`config.mk`:
```
export PLATFORM = sky130hd
export DESIGN_NAME = alu_exec_stage
export DESIGN_NICKNAME = d
export VERILOG_FILES = /design/src/rtl/alu_exec_stage.sv
export SDC_FILE = /design/constraint.sdc
export NUM_CORES = 1
export LEC_CHECK = 0
export CORE_ASPECT_RATIO = 0.9
export CORE_UTILIZATION = 50
export CTS_CLUSTER_SIZE = 30
export DETAILED_ROUTE_END_ITERATION = 12
export GPL_TIMING_DRIVEN = 0
export MAX_ROUTING_LAYER = met4
export PLACE_DENSITY = 0.81
export SLEW_MARGIN = 20
export SYNTH_ARGS = -nofsm -noshare
export SYNTH_HDL_FRONTEND = slang
export SYNTH_SLANG_ARGS = --single-unit
export TNS_END_PERCENT = 1
```
`constraint.sdc`:
```
create_clock -name clk -period 1.7 [get_ports clk]
set_input_delay 0.17 -clock clk [delete_from_list [all_inputs] [get_ports clk]]
set_output_delay 0.17 -clock clk [all_outputs]
set_load 0.01 [all_outputs]
```
`src/rtl/alu_exec_stage.sv`:
```
// EX-stage ALU for the 4-bit control code, with the result and its zero/illegal flags registered.
// A two-entry output stage (out reg + skid) gives 1 cycle latency, and in_ready comes only from registers.
module alu_exec_stage #(
  parameter int XLEN = 32
) (
  input  logic            clk,
  input  logic            rst_n,
  input  logic            in_valid,
  output logic            in_ready,
  input  logic [3:0]      alu_cntrl,
  input  logic [XLEN-1:0] src_a,
  input  logic [XLEN-1:0] src_b,
  output logic            out_valid,
  input  logic            out_ready,
  output logic [XLEN-1:0] alu_result,
  output logic            zero,
  output logic            illegal
);

  typedef enum logic [1:0] {
    S_EMPTY = 2'd0,
    S_ONE   = 2'd1,
    S_TWO   = 2'd2
  } state_t;

  localparam logic [3:0] OP_AND = 4'b0000;
  localparam logic [3:0] OP_OR  = 4'b0001;
  localparam logic [3:0] OP_ADD = 4'b0010;
  localparam logic [3:0] OP_SUB = 4'b0110;

  state_t          r_state;
  logic            r_in_ready;
  logic            r_out_valid;
  logic [XLEN-1:0] r_res;
  logic            r_zero;
  logic            r_ill;
  logic [XLEN-1:0] r_sk_res;
  logic            r_sk_zero;
  logic            r_sk_ill;

  logic [XLEN-1:0] w_res;
  logic            w_ill;
  logic            w_zero;
  logic            w_acc;
  logic            w_del;

  always_comb begin
    w_res = '0;
    w_ill = 1'b0;
    case (alu_cntrl)
      OP_AND:  w_res = src_a & src_b;
      OP_OR:   w_res = src_a | src_b;
      OP_ADD:  w_res = src_a + src_b;
      OP_SUB:  w_res = src_a - src_b;
      default: w_ill = 1'b1;
    endcase
  end

  assign w_zero = (w_res == '0);
  assign w_acc  = in_valid & r_in_ready;
  assign w_del  = r_out_valid & out_ready;

  // Result payload is not cleared on delivery; only out_valid tracks occupancy.
  always_ff @(posedge clk or negedge rst_n) begin
    if (!rst_n) begin
      r_state     <= S_EMPTY;
      r_in_ready  <= 1'b1;
      r_out_valid <= 1'b0;
      r_res       <= '0;
      r_zero      <= 1'b0;
      r_ill       <= 1'b0;
      r_sk_res    <= '0;
      r_sk_zero   <= 1'b0;
      r_sk_ill    <= 1'b0;
    end else begin
      case (r_state)
        S_EMPTY: begin
          if (w_acc) begin
            r_res       <= w_res;
            r_zero      <= w_zero;
            r_ill       <= w_ill;
            r_out_valid <= 1'b1;
            r_state     <= S_ONE;
          end
        end
        S_ONE: begin
          if (w_acc && w_del) begin
            r_res  <= w_res;
            r_zero <= w_zero;
            r_ill  <= w_ill;
          end else if (w_acc) begin
            r_sk_res   <= w_res;
            r_sk_zero  <= w_zero;
            r_sk_ill   <= w_ill;
            r_in_ready <= 1'b0;
            r_state    <= S_TWO;
          end else if (w_del) begin
            r_out_valid <= 1'b0;
            r_state     <= S_EMPTY;
          end
        end
        S_TWO: begin
          if (w_del) begin
            r_res      <= r_sk_res;
            r_zero     <= r_sk_zero;
            r_ill      <= r_sk_ill;
            r_sk_res   <= '0;
            r_sk_zero  <= 1'b0;
            r_sk_ill   <= 1'b0;
            r_in_ready <= 1'b1;
            r_state    <= S_ONE;
          end
        end
        default: begin
          r_state     <= S_EMPTY;
          r_in_ready  <= 1'b1;
          r_out_valid <= 1'b0;
        end
      endcase
    end
  end

  assign in_ready   = r_in_ready;
  assign out_valid  = r_out_valid;
  assign alu_result = r_res;
  assign zero       = r_zero;
  assign illegal    = r_ill;

endmodule

```
==> results.py <==
metrics = {
    "outcome": {
        "run_status": "complete, but fails checks",
        "violations": "setup timing",
    },
    "grt": {
        "grt-ovfl-total": 0,
        "grt_pass1_wl_mm": 34.30,
        "grt_pass1_vias": 6620,
        "grt_use_total": 0.3417,
        "grt_antenna_before_repair": 0,
        "grt_max_degree": 52,
    },
    "synth": {
        "synth_top_area_share": 0.2776,
        "synth_xor_area_frac": 0.06704,
        "syn_area_um2": 6401,
        "async_reset_ff_frac": 1.000,
        "ys_top_cells_by_area": "dfrtp_1 28%, a21oi_1 7.6%, ha_1 6.6%",
        "synth_compound_area_frac": 0.2697,
        "synth-simple-area-share": 0.1890,
        "ys_ff_latch": 72,
        "yosysWarnings": 0,
        "syn-num-nets": 915,
        "synth_top_family_by_area": "compound AO/OA/AOI/OAI gates",
        "synth_area_leader_cell": "dfrtp_1",
        "synth-main-ff-cell": "dfrtp_1",
        "synth.yosys.seq_area_share": 0.2817,
        "muxShareOfSynthArea": 0.03968,
        "yosys.cell_count.top_type": "a21oi_1",
        "synthAdderAreaFrac": 0.1118,
        "ys_types": 61,
        "avgSynthCellArea_um2": 7.922,
        "synth_common_cells": "97 x a21oi_1, 85 x nand2_1, 76 x nor2_1",
        "synthCells": 808,
        "synth_edf_count": 0,
    },
    "clock_network": {
        "clkSlewWorstSetupHoldPaths_ns": 0.06,
        "cts_num_sinks": 72,
        "cts.path.max_buffers": 2,
        "numCtsBuffers": 9,
        "cts_root_buf": "clkbuf_16",
        "clock_latency_ns": 0.33,
        "htreeDepth": 3,
        "cts_tree": "built",
    },
    "setup_path": {
        "regToRegEndpoint": "r_sk_res[16]",
        "crit_buf_inv": 3,
        "slowest_delay_ns": 0.54,
        "r2r_setup_slack_ns": -0.67,
        "rr_worst_depth": 6,
        "crit_family": "simple AND/OR/NAND/NOR gates",
        "cp_data_arrival_time_ns": 4.53,
        "cp_slowest_cell": "or4_4",
        "worstPathMaxFanout": 7,
        "r2r-start": "r_state[0]",
        "critPathCaptureType": "register",
        "cp.required_ns": 1.94,
        "crit_type": "primary input to register",
        "cp-start-kind": "primary input",
        "crit_chain": "buf_8, or4_4, or4_4, nor4_4, buf_4, a21oi_2, xnor2_2, ha_4, buf_6, nand4_1, a2111oi_4, nor4_1, a21oi_1, nand3_2, a2111oi_4, nand4b_1, a31oi_1",
    },
    "timing": {
        "max_slew_margin": 0.4648,
        "period_share": 2.524,
        "max_freq_mhz": 233.1,
        "finClkSkew_ns": 0.004754,
        "fin_crit_ns": 4.291,
        "final_hold_viol_count": 0,
        "setup_viol": 68,
        "layout_setup_ws_ns": -2.591,
        "slew_viol_final": 0,
        "rsz0062_at_grt": "true",
        "tightest_slew_ns": 0.8029,
    },
    "floorplanning": {
        "rows": 38,
        "core_area_um2": 12270,
        "dieWidth_um": 121.3,
        "die_height_um": 109.3,
        "die-area_um2": 13260,
        "ios": 108,
        "initial_core_util": 0.5218,
    },
    "job": {
        "max_cap_violations": 0,
    },
    "finish": {
        "syn_to_final_growth_pct": 52.66,
        "multi_input_area_um2": 5480,
        "n_fill_cell": 756,
        "layout-drive-gt1-share": 0.2927,
        "nets": 1086,
        "regArea_um2": 1803,
        "post-route-util": 0.7966,
        "final_cells": 1144,
        "diodes": 0,
    },
    "detailed_routing": {
        "drt-initial-drc-count": 912,
        "post_drt_via_cell_ratio": 6.547,
        "vias": 7490,
        "wire_per_inst_um": 20.82,
        "drt_wl_total_mm": 23.82,
        "antenna_left": 0,
        "firstDrtPassIters": 6,
        "drc_errors": 0,
    },
    "hold_path": {
        "min_path_type": "primary input to asynchronous set/reset pin",
    },
    "placement": {
        "gp_congestion": 0.9542,
        "post-dp-hpwl_mm": 15.55,
        "io_buffers": 106,
        "place_inst": 1075,
    },
    "power": {
        "power_density_nw_per_um2": 635.2,
        "power_leakage_nw": 4.201,
        "irDropWorstVdd_mv": 0.4396,
    },
}
==> flip-flops by register name (all words and copies together) (netlist names) <==
signal / cells
r_sk_res: 32
out_valid: 1
in_ready: 1
alu_result: 32
illegal: 1
zero: 1
r_sk_zero: 1
r_sk_ill: 1
r_state: 2
==> report_power, final <==
part / total (mW) / leakage (nW) / switching (mW) / internal [mW]
registers: 1.72 / 1.00 / 0 / 1.72
clock network: 1.88 / 0.150 / 0.668 / 1.21
logic: 2.61 / 3.05 / 1.47 / 1.14
total: 6.21 / 4.20 / 2.14 / 4.07
==> layout by cell type (no fill, tap or decap), types with 16 or more instances in the layout <==
cell type and count:
clkdlybuf4s50_1 87, nand2_1 76, a21oi_1 71, dfrtp_1 71
nor2_1 70, buf_4 55, maj3_1 27, a22o_1 24
ha_1 24, xnor2_1 23, o21ai_0 23, o21ai_1 19
mux2i_1 19, clkbuf_1 18, o21ai_2 18, xor2_1 17
a21oi_2 16
==> kinds of logic (layout without fill, tap and decap cells) <==
group / Yosys count / after routing
and+or+nand+nor: 255 / 255
xor gates and xnor gates: 49 / 49
muxes: 25 / 25
DFF: 72 / 72
adders and majority gates: 62 / 62
buffers and inverters: 70 / 246
AOI/OAI and AO/OA: 275 / 275
==> what timing repair did <==
item | 4_1_cts | 5_1_grt
hold endpoints to repair | 20 | 0
buffers inserted | 41 | 17
hold buffers | 1 | 0
gates resized for setup | 243 | 95
pin swaps | 88 | 67
setup endpoints to repair | 68 | 68
==> final cells by class <==
cell class	count	area share
well taps	160	0.02049
flip-flops and latches	72	0.1845
clock inverters	3	0.004097
inverters	18	0.006914
multi-input cells	666	0.5608
plain buffers	46	0.03969
clock buffers	13	0.02663
repair buffers	166	0.1569
==> per-layer routing <==
| layer | part of all wire | global-route usage | up-vias |
|---|---|---|---|
| met4 | 0.046 | 0.1182 | 0 |
| met1 | 0.41 | 0.4620 | 3528 |
| met3 | 0.084 | 0.04876 | 122 |
| li1 | - | - | 3339 |
| met5 | 0 | - | - |
| met2 | 0.46 | 0.5261 | 501 |
==> metrics by stage <==
| stage | area [µm²] | hold WS [ns] | TNS, ns | worst slack [ns] | power (mW) |
|---|---|---|---|---|---|
| after floorplan | 6653 | -0.1256 | -96.41 | -2.196 | 2.889 |
| after global placement | 7914 | 0.4538 | -306.79 | -3.544 | 3.449 |
| after detailed placement | 7939 | 0.07985 | -173.48 | -3.583 | 3.470 |
| after CTS | 9345 | 0.2752 | -98.80 | -2.455 | 5.807 |
| after global routing | 9772 | 0.3052 | -111.18 | -2.702 | 6.424 |
| final | 9772 | 0.2733 | -104.48 | -2.591 | 6.207 |
==> worst max-delay path by stage <==
stage	start	end	slack (ns)	cells past startpoint
floorplan	src_b[14]	zero	-2.20	17
global placement	alu_cntrl[3]	zero	-3.54	19
detailed placement	alu_cntrl[1]	zero	-3.58	19
CTS	src_b[2]	zero	-2.45	18
global route	src_b[14]	zero	-2.70	17
finish	src_b[14]	zero	-2.59	17
Note: power is estimated with default switching activity, not from simulation.
